## src/rtl/cfa_pkg.sv

```systemverilog
// Shared types and helpers for the bit-serial adder slice.
package cfa_pkg;

  localparam int unsigned DEFAULT_WIDTH = 8;

  // Controller state encoding
  typedef enum logic [1:0] {
    ST_IDLE = 2'd0,
    ST_RUN  = 2'd1,
    ST_DONE = 2'd2
  } state_t;

  // Ceiling log2, used to size the bit counter
  function automatic int unsigned clog2(input int unsigned value);
    int unsigned res;
    int unsigned rem;
    res = 0;
    rem = value - 1;
    while (rem > 0) begin
      res = res + 1;
      rem = rem >> 1;
    end
    return res;
  endfunction

endpackage

```

## src/rtl/serial_adder_if.sv

```systemverilog
// Request/result bundle between a requester and the serial adder.
interface serial_adder_if #(
  parameter int unsigned WIDTH = 8
);

  logic             start;
  logic [WIDTH-1:0] op_a;
  logic [WIDTH-1:0] op_b;
  logic             cin;
  logic             busy;
  logic             done;
  logic [WIDTH-1:0] sum;
  logic             cout;

  modport master (
    output start, op_a, op_b, cin,
    input  busy, done, sum, cout
  );

  modport slave (
    input  start, op_a, op_b, cin,
    output busy, done, sum, cout
  );

endinterface

```

## src/rtl/FA.sv

```systemverilog
// One-bit full-adder cell.
module FA (
  output logic sum,
  output logic carry,
  input  logic inp1,
  input  logic inp2,
  input  logic inp3
);

  assign sum   = inp1 ^ inp2 ^ inp3;
  assign carry = (inp1 & inp2) | (inp1 & inp3) | (inp2 & inp3);

endmodule

```

## src/rtl/serial_adder.sv

```systemverilog
// Bit-serial adder: one full-adder evaluation per clock, LSB first,
// carry held in a flop between bits.
module serial_adder
  import cfa_pkg::*;
#(
  parameter int unsigned WIDTH = DEFAULT_WIDTH
) (
  input logic           clk,
  input logic           rst,
  serial_adder_if.slave bus
);

  localparam int unsigned CNT_W = clog2(WIDTH);
  localparam int unsigned PART_W = WIDTH - 1;
  localparam logic [CNT_W-1:0] CNT_LAST = CNT_W'(WIDTH - 1);

  state_t state;
  state_t next_state;

  logic [WIDTH-1:0]  sa;
  logic [WIDTH-1:0]  sb;
  // Upper result bits collected so far; the final bit comes straight from the FA
  logic [PART_W-1:0] partial;
  logic              carry;
  logic [CNT_W-1:0]  cnt;

  logic [WIDTH-1:0]  sum_q;
  logic              cout_q;
  logic              busy_q;
  logic              done_q;

  logic              fa_sum;
  logic              fa_carry;

  logic              accept_c;
  logic              step_c;
  logic              last_c;

  // The only arithmetic element: one full-adder cell on the operand LSBs
  FA u_fa (
    .sum   (fa_sum),
    .carry (fa_carry),
    .inp1  (sa[0]),
    .inp2  (sb[0]),
    .inp3  (carry)
  );

  // State register
  always_ff @(posedge clk) begin
    if (rst) begin
      state <= ST_IDLE;
    end else begin
      state <= next_state;
    end
  end

  // Next-state decode
  always_comb begin
    next_state = state;
    case (state)
      ST_IDLE: begin
        if (bus.start) next_state = ST_RUN;
      end
      ST_RUN: begin
        if (cnt == CNT_LAST) next_state = ST_DONE;
      end
      ST_DONE: begin
        next_state = bus.start ? ST_RUN : ST_IDLE;
      end
      default: begin
        next_state = ST_IDLE;
      end
    endcase
  end

  // Control decode: operand capture, bit step, final bit
  always_comb begin
    accept_c = 1'b0;
    step_c   = 1'b0;
    last_c   = 1'b0;
    case (state)
      ST_IDLE: begin
        accept_c = bus.start;
      end
      ST_RUN: begin
        step_c = 1'b1;
        last_c = (cnt == CNT_LAST);
      end
      ST_DONE: begin
        accept_c = bus.start;
      end
      default: begin
        accept_c = 1'b0;
      end
    endcase
  end

  // Operand shifters, carry flop, partial result and bit counter
  always_ff @(posedge clk) begin
    if (rst) begin
      sa      <= '0;
      sb      <= '0;
      partial <= '0;
      carry   <= 1'b0;
      cnt     <= '0;
    end else if (accept_c) begin
      sa      <= bus.op_a;
      sb      <= bus.op_b;
      partial <= '0;
      carry   <= bus.cin;
      cnt     <= '0;
    end else if (step_c) begin
      sa      <= sa >> 1;
      sb      <= sb >> 1;
      partial <= PART_W'({fa_sum, partial} >> 1);
      carry   <= fa_carry;
      cnt     <= cnt + CNT_W'(1);
    end
  end

  // Registered status and result; sum/cout change only on the final bit
  always_ff @(posedge clk) begin
    if (rst) begin
      busy_q <= 1'b0;
      done_q <= 1'b0;
      sum_q  <= '0;
      cout_q <= 1'b0;
    end else begin
      busy_q <= (next_state == ST_RUN);
      done_q <= last_c;
      if (last_c) begin
        sum_q  <= {fa_sum, partial};
        cout_q <= fa_carry;
      end
    end
  end

  assign bus.busy = busy_q;
  assign bus.done = done_q;
  assign bus.sum  = sum_q;
  assign bus.cout = cout_q;

endmodule
```

## src/flat_wrapper.sv

```systemverilog
// flat-port wrapper written by rule: the top's interface ports become plain ports
module serial_adder_flat import cfa_pkg::*;
#(
  parameter int unsigned WIDTH = DEFAULT_WIDTH
)
  (clk, rst, bus_start, bus_op_a, bus_op_b, bus_cin, bus_busy, bus_done, bus_sum, bus_cout);
  serial_adder_if #(.WIDTH(WIDTH)) bus_i ();
  input logic clk;
  input logic rst;
  input wire logic [$bits(bus_i.start)-1:0] bus_start;
  input wire logic [$bits(bus_i.op_a)-1:0] bus_op_a;
  input wire logic [$bits(bus_i.op_b)-1:0] bus_op_b;
  input wire logic [$bits(bus_i.cin)-1:0] bus_cin;
  output wire logic [$bits(bus_i.busy)-1:0] bus_busy;
  output wire logic [$bits(bus_i.done)-1:0] bus_done;
  output wire logic [$bits(bus_i.sum)-1:0] bus_sum;
  output wire logic [$bits(bus_i.cout)-1:0] bus_cout;
  assign bus_i.start = bus_start;
  assign bus_i.op_a = bus_op_a;
  assign bus_i.op_b = bus_op_b;
  assign bus_i.cin = bus_cin;
  assign bus_busy = bus_i.busy;
  assign bus_done = bus_i.done;
  assign bus_sum = bus_i.sum;
  assign bus_cout = bus_i.cout;
  serial_adder #(.WIDTH(WIDTH)) u_core (.clk(clk), .rst(rst), .bus(bus_i));
endmodule
```

## config.mk

```make
export PLATFORM = sky130hd
export DESIGN_NAME = serial_adder_flat
export DESIGN_NICKNAME = d
export VERILOG_FILES = /design/src/rtl/cfa_pkg.sv /design/src/rtl/serial_adder_if.sv /design/src/rtl/FA.sv /design/src/rtl/serial_adder.sv /design/src/flat_wrapper.sv
export SDC_FILE = /design/constraint.sdc
export NUM_CORES = 1
export LEC_CHECK = 0
export ABC_CLOCK_PERIOD_IN_PS = 1400
export BUFFER_PORTS_ARGS = -buffer_cell sky130_fd_sc_hd__buf_2
export CORE_ASPECT_RATIO = 0.5
export CORE_UTILIZATION = 48
export DETAILED_ROUTE_END_ITERATION = 6
export GPL_ROUTABILITY_DRIVEN = 0
export PLACE_DENSITY_LB_ADDON = 0.2
export SYNTH_ARGS = -nofsm -noshare
export SYNTH_HDL_FRONTEND = slang
export SYNTH_SLANG_ARGS = --single-unit
```

## constraint.sdc

```tcl
create_clock -name clk -period 1.4 [get_ports clk]
set_input_delay 0.07 -clock clk [delete_from_list [all_inputs] [get_ports clk]]
set_output_delay 0.07 -clock clk [all_outputs]
set_load 0.05 [all_outputs]
```

After elaboration in Yosys (flattened, before gate mapping):

Index checks and enable logic that the tools add are counted.

* register bits after elaboration: 40
* bits of input ports: 20
* output and inout port bits: 11

* $add $sub $neg: 1
* eq/ne operators: 4
* mux-type cells: 13
* bitwise gates (word level): 7
* reduce and logical (&&, ||, !) cells: 4

Operator list (number)
* $mux 8: 4
* $mux 1: 6
* $pmux 2 s3: 1
* $eq 2x1->1 const B: 2
* $mux 2: 2
* $reduce_or 2->1: 2
* $add 3x1->3 const B: 1
* $and 1x1->1: 3
* $eq 3x3->1 const B: 1
* $eq 2x2->1 const B: 1
* $logic_not 2->1: 1
* $or 1x1->1: 2
* $reduce_bool 2->1: 1
* $xor 1x1->1: 2

Depth between registers and ports, before layout:

Gate-level depths: netlist (run 1).

* word-level depth: 5
* mapped depth: 6
* depth with buffers taken out: 5

Cells and area by module:

Synthesis (run 1) repeated with hierarchy kept, for this count alone.

* cell total of the unflattened synthesis: 180
* area total of the unflattened synthesis: 1587.8 um^2

By module, submodules not included
* serial_adder: times used 1, cells each 179, area each 1567.8 um^2
* FA: times used 1, cells each 1, area each 20.0 um^2

Least setup slack after synthesis (run 1):

Ideal clock, no wire load.

* path type: register to register
* start point: register u_core.cnt[0]
* end point: register u_core.sum_q[2] (netlist: u_core.bus.sum[2])
* setup time: 0.071 ns
* arrival: 1.239 ns
* data required time: 1.329 ns
* setup slack: 0.090 ns
* stages on the path, launching flop included: 7
* clock period less this slack: 1.310 ns
* path through: dfxtp_1 -> ha_1 -> ha_1 -> nand3b_1 -> clkbuf_1 -> nand2_1 -> a21oi_1

* word-level cells in the longest chain between the ends: 2

Ends and longest elaborated chain
* start, declared: RTL line serial_adder.sv:25 `logic [CNT_W-1:0] cnt;`
* start signal, assigned: RTL line serial_adder.sv:117 `cnt <= cnt + CNT_W'(1);`
* $eq 3x3->1: RTL line serial_adder.sv:87 `last_c = (cnt == CNT_LAST);`
* $mux 1: RTL line serial_adder.sv:81 `case (state)`
* end signal, assigned: RTL line serial_adder.sv:132 `sum_q <= {fa_sum, partial};`
* end, declared: RTL line serial_adder.sv:27 `logic [WIDTH-1:0] sum_q;`

Every way passes these cells.
A chain may end at the register's enable or synchronous reset.

Worst setup path after layout (run 1):

* start point: register u_core.cnt[0]
* end point: register u_core.sum_q[1] (netlist: u_core.bus.sum[1])

The elaborated chain is that of the path after synthesis.

==> results.yml, run 1 <==
clock_network:
  cts_hold_buf: 0
  cts.path.max_buffers: 2
  cts_setup_buffers: 2
  clk_pin_slew_worst_paths_ns: 0.07
  cts_buffers: 5
  insertion_delay_ns: 0.29
  root_buffer: "clkbuf_8"
  cts_resized: 0
  htree_levels: 2
  numClockSinks: 40
  cts_tree: "done"
setup_path:
  path_class: "register to register"
  endpoint_kind: "register"
  cp-start-kind: "register"
  crit_fanout: 5
  required_ns: 1.61
  ff2ff_path_depth: 6
  crit_arrival_ns: 1.49
timing:
  fmaxAchievable_mhz: 781
  rsz0062_at_grt: "no"
  hold_violations: 0
  period_share: 0.915
  setup_viol: 0
  final_max_slew_viol_count: 0
  fin_crit_ns: 1.28
  worstMarginPinSlew_ns: 0.396
  skew_ns: 0.00362
  max-slew-margin-rel: 0.736
  setup-tns-final_ns: 0
final_layout:
  fillers: 279
  utilization: 0.609
  nNetsFinal: 243
  multi_input_area_um2: 687
  layout.cells.non_filler: 261
  antenna_cells: 0
  seq_area_um2: 801
  drive_above_1_share: 0.213
  area_growth_pct: 18.2
  finish.instance_area_mm2: 0.00187
min_path:
  hold_path_class: "input port to register"
  hold_depth: 3
synth:
  ys_top_cells_by_count: "nand2_1 (54), dfxtp_1 (40), a21oi_1 (21)"
  synth_area_leader_cell: "dfxtp_1"
  ys_async_sr_fraction: 0
  yosysTopAreaCellShare: 0.508
  syn_area_mm2: 0.00158
  synth.avg_cell_area_um2: 8.35
  postSynthCellCount: 189
  syn_nets: 212
  synthTopCellsByArea: "dfxtp_1 (51%), nand2_1 (13%), a21oi_1 (6.7%)"
  yosysSeqAreaShare: 0.508
  synth-main-ff-cell: "dfxtp_1"
  synth.most_common_cell: "nand2_1"
  synth_edf_count: 0
  ys_ff_latch: 40
  netlist-cell-type-count: 22
  yosysWarnings: 0
routing:
  ant_nets: 0
  drt_pass1_iterations: 4
  drc: 0
  wl_met2_um: 1350
  wl_met3_um: 125
  drt_iter0_drc: 82
  wl_met1_um: 1600
  vias: 1309
  highest_layer: "met4"
  wirelength_um: 3130
  drt-vias-per-instance: 5.02
  wire_per_inst_um: 12.0
floorplan:
  initial_utilization: 0.515
  fp.coreArea_mm2: 0.00307
  fp.dieH_um: 42.5
  row_count: 14
  dieArea_mm2: 0.00353
  fp.dieW_um: 83.1
  ioPinCount: 31
global_route:
  grt_pass1_vias: 1194
  grt_max_degree: 30
  grt_pass1_wl_um: 5180
  antenna_found_initial: 0
  track_usage: 0.195
  grt-ovfl-total: 0
placement:
  placed_cells: 251
  detailedPlacementHpwl_um: 2070
  portBuffers: 30
  dpl-instance-area_mm2: 0.00176
power_and_ir_drop:
  intPower_uw: 1690
  finalPower_uw: 2230
  netSwitchingFraction: 0.242
  clockPowerShare: 0.344
  leakage_uw: 0.000737
  p_per_area_mw_per_mm2: 1200
  p_seq_frac: 0.546
  switching_power_uw: 540
  p_comb_frac: 0.110
  ir_worst_vdd_mv: 0.664
run:
  drv_cap: 0
status:
  status: "complete, no violations"
stage by stage:
stage	hold WS, ns	setup slack, ns
after floorplan	0.206	0.0901
after global placement	0.312	0.108
after detailed placement	0.321	0.0158
after CTS	0.00896	0.143
after global routing	0.0302	0.0140
final	0.0204	0.119
worst paths after layout:
kind | start | to | slack [ns]
max | u_core.cnt[0] | u_core.bus.sum[1] | 0.12
min | bus_op_b[7] | u_core.sb[7] | 0.02
max reg2reg | u_core.cnt[0] | u_core.bus.sum[1] | 0.12
min reg2reg | u_core.bus.sum[0] | u_core.bus.sum[0] | 0.45
power by group through the flow:
stage	Clock (uW)	Combinational (uW)	Sequential [uW]
after floorplan	0	171	1240
after global placement	0	241	1240
after detailed placement	0	246	1240
after CTS	793	247	1220
after global routing	843	275	1220
final	768	245	1220
kinds of logic after synthesis:
kind of cell	Yosys count	synth area share
buffers and inverters	16	0.0571
adders and majority gates	3	0.0285
AOI/OAI and AO/OA	37	0.157
DFF	40	0.508
xor gates and xnor gates	1	0.00555
muxes	1	0.00634
and+or+nand+nor	91	0.238
sequential cells by signal (all words and copies together) (netlist names):
register,cells
u_core.bus.done,1
u_core.partial,7
u_core.bus.sum,8
u_core.cnt,3
u_core.bus.busy,1
u_core.state,2
u_core.sa,8
u_core.carry,1
u_core.sb,8
u_core.bus.cout,1
layer usage:
layer	track usage	up-vias
met5	0	-
met4	0.0724	0
met3	0.0886	6
met2	0.307	20
met1	0.237	586
li1	-	697
cell usage in the layout, fill, tap and decap left out, drive strengths merged:
master / synthesis / final
nand2b: 3 / 3
xnor2: 1 / 1
o21a: 1 / 1
and2b: 1 / 1
nand2: 54 / 54
a21oi: 21 / 21
nor2: 18 / 18
clkbuf: 6 / 8
nor2b: 1 / 1
a22oi: 2 / 2
ha: 2 / 2
nand3: 12 / 12
mux2i: 1 / 1
buf: 10 / 40
dfxtp: 40 / 40
nor3: 1 / 1
nand3b: 1 / 1
a311oi: 13 / 13
fa: 1 / 1
critical path, stage by stage (launching register included):
cell and delay (ns):
dfxtp_1 0.32, ha_1 0.19, ha_1 0.19, nand3b_1 0.12, buf_4 0.15, nand2_1 0.05
a21oi_1 0.17
area by class of cell:
cell class,instances,area share
Tap cell,40,0.0268
Clock buffer,8,0.0483
Multi-Input combinational cell,133,0.368
Timing Repair Buffer,40,0.127
Sequential cell,40,0.429
(Power assumes the default switching activity.)
==> inputs of run 2 (changes only) <==
ABC_AREA = 1   (was default)
CORE_UTILIZATION = 50   (was 48)
==> run 2 against run 1 <==
  * Critical path depth increased by 2
  * Count of clock-buffer cells in the layout shrank 2
  * Largest cell class is now multi-input combinational cells
  * Worst setup slack improved by 0.011 ns
  * Synthesized cell count is 26% higher
  * Synthesized area is 19% higher
  * First-iteration DRC count decreased by 11%
  * Largest power group unchanged
  * Global-route usage increased by 0.65 points
  * Highest routed layer unchanged
  * Worst hold slack better by 0.015 ns
==> results.yml, run 2 <==
power_and_ir_drop:
  ir_worst_vdd_mv: 0.486
  p_per_area_mw_per_mm2: 1100
  leakage_uw: 0.00103
  finalPower_uw: 2320
synth:
  yosysSeqAreaShare: 0.425
  yosysWarnings: 0
  ys_top_cells_by_count: "nand2_1 (59), dfxtp_1 (40), inv_1 (27)"
  synth_area_leader_cell: "dfxtp_1"
  yosysTopAreaCellShare: 0.425
  syn_nets: 261
  synth_edf_count: 0
  ys_async_sr_fraction: 0
  netlist-cell-type-count: 27
  synth.avg_cell_area_um2: 7.92
  postSynthCellCount: 238
  ys_ff_latch: 40
  synth-main-ff-cell: "dfxtp_1"
  synth.most_common_cell: "nand2_1"
  syn_area_mm2: 0.00188
  synthTopCellsByArea: "dfxtp_1 (42%), nand2_1 (12%), nand3_1 (6.4%)"
global_route:
  grt_pass1_vias: 1311
  track_usage: 0.201
  grt_pass1_wl_um: 5850
  antenna_found_initial: 0
  grt_max_degree: 24
  grt-ovfl-total: 0
routing:
  vias: 1512
  wirelength_um: 3540
  wire_per_inst_um: 11.0
  drt_pass1_iterations: 4
  drt_iter0_drc: 73
  ant_nets: 0
  drc: 0
  drt-vias-per-instance: 4.70
placement:
  dp_worst_setup_slack_ns: 0.0734
  detailedPlacementHpwl_um: 2500
  placed_cells: 313
  portBuffers: 30
timing:
  fmaxAchievable_mhz: 788
  rsz0062_at_grt: "no"
  fin_hold_ws_ns: 0.0350
  worstMarginPinSlew_ns: 0.441
  max-slew-margin-rel: 0.706
  timing.final.ws_setup_ns: 0.131
  period_share: 0.906
  setup_viol: 0
  final_max_slew_viol_count: 0
  setup-tns-final_ns: 0
  hold_violations: 0
  skew_ns: 0.00264
  fin_crit_ns: 1.27
clock_network:
  cts_setup_buffers: 0
  numClockSinks: 40
  root_buffer: "clkbuf_8"
  cts_tree: "done"
  htree_levels: 2
  clk_pin_slew_worst_paths_ns: 0.07
  insertion_delay_ns: 0.29
  cts.path.max_buffers: 2
  cts_buffers: 5
floorplan:
  initial_utilization: 0.537
  dieArea_mm2: 0.00403
  fp.dieW_um: 88.8
  ioPinCount: 31
  row_count: 15
  fp.coreArea_mm2: 0.00351
  fp.dieH_um: 45.4
setup_path:
  crit_fanout: 9
  cp-start-kind: "register"
  path_class: "register to register"
  endpoint_kind: "register"
  required_ns: 1.59
  crit_arrival_ns: 1.46
final_layout:
  nNetsFinal: 293
  area_growth_pct: 12.3
  antenna_cells: 0
  mostFrequentLayoutCell: "nand2_1"
  layout.cells.non_filler: 322
  fillers: 346
  drive_above_1_share: 0.292
  final_cell_mix: "nand2_1 (59), dfxtp_1 (40), buf_2 (30)"
run:
  drv_cap: 0
status:
  status: "complete, no violations"
min_path:
  hold_path_class: "input port to register"
==> run 2: cell count changes after synthesis, sizes merged, moves of 2 or more <==
cell | before | now
inv | 0 | 33
nand2 | 54 | 74
a311oi | 13 | 0
nand3 | 12 | 24
o21ai | 0 | 10
nor3 | 1 | 8
clkbuf | 6 | 1
a21oi | 21 | 17
nand2b | 3 | 0
a22oi | 2 | 0
==> run 2: what timing repair did <==
item	4_1_cts	5_1_grt
hold buffers	1	0
endpoints found under the hold margin	1	0
gates resized for setup	0	1
setup endpoints to repair	0	7
==> run 2: final cells by class <==
cell class	instances	area (um2)	area share
multi-input combinational	154	826	0.390
tap	51	63.8	0.0302
sequential	40	801	0.378
timing repair buffer	35	190	0.0899
clock inverter	2	10.0	0.00473
inverter	34	143	0.0674
clock buffer	6	82.6	0.0390
==> run 2: where the power goes <==
part           switching (uW)  total [uW]  internal (uW)
registers                29.5        1220           1190
logic                     207         325            118
clock network             379         772            393
==> run 2: cells by family after synthesis <==
group,Yosys count,share of synthesized area
compound gates,27,0.0916
xor+xnor,1,0.00465
fa+ha+maj,3,0.0239
buf+inv,44,0.137
flops,40,0.425
simple gates,123,0.318
==> run 2: final timing paths <==
kind                           from                end  slack (ns)  depth (start not counted)
setup reg to reg      u_core.cnt[0]  u_core.bus.sum[1]        0.13                          8
hold reg to reg   u_core.bus.sum[2]  u_core.bus.sum[2]        0.47                          2
setup / recovery      u_core.cnt[0]  u_core.bus.sum[1]        0.13                          8
hold / removal          bus_op_b[7]       u_core.sb[7]        0.03                          3
==> run 2: critical path, stage by stage, from the launching register on <==
cell,delay (ns)
dfxtp_1,0.32
ha_1,0.20
ha_1,0.17
inv_1,0.11
nor2_4,0.06
nand2_1,0.12
inv_4,0.07
nand2_1,0.06
nand2_1,0.05
==> run 2: per-stage QoR <==
step,utilization,cell area [um2]
CTS,0.602,2110
global route,0.603,2120
detailed placement,0.573,2010
finish,0.603,2120
global placement,0.573,2010
floorplan,-,1880
==> run 2: per-layer routing <==
| metal | vias to the layer above | GRT usage | share of wire |
|---|---|---|---|
| li1 | 800 | - | - |
| met1 | 677 | 0.259 | 0.49 |
| met2 | 33 | 0.308 | 0.46 |
| met3 | 2 | 0.0924 | 0.047 |
| met4 | 0 | 0.0581 | 0.0034 |
| met5 | - | 0 | 0 |
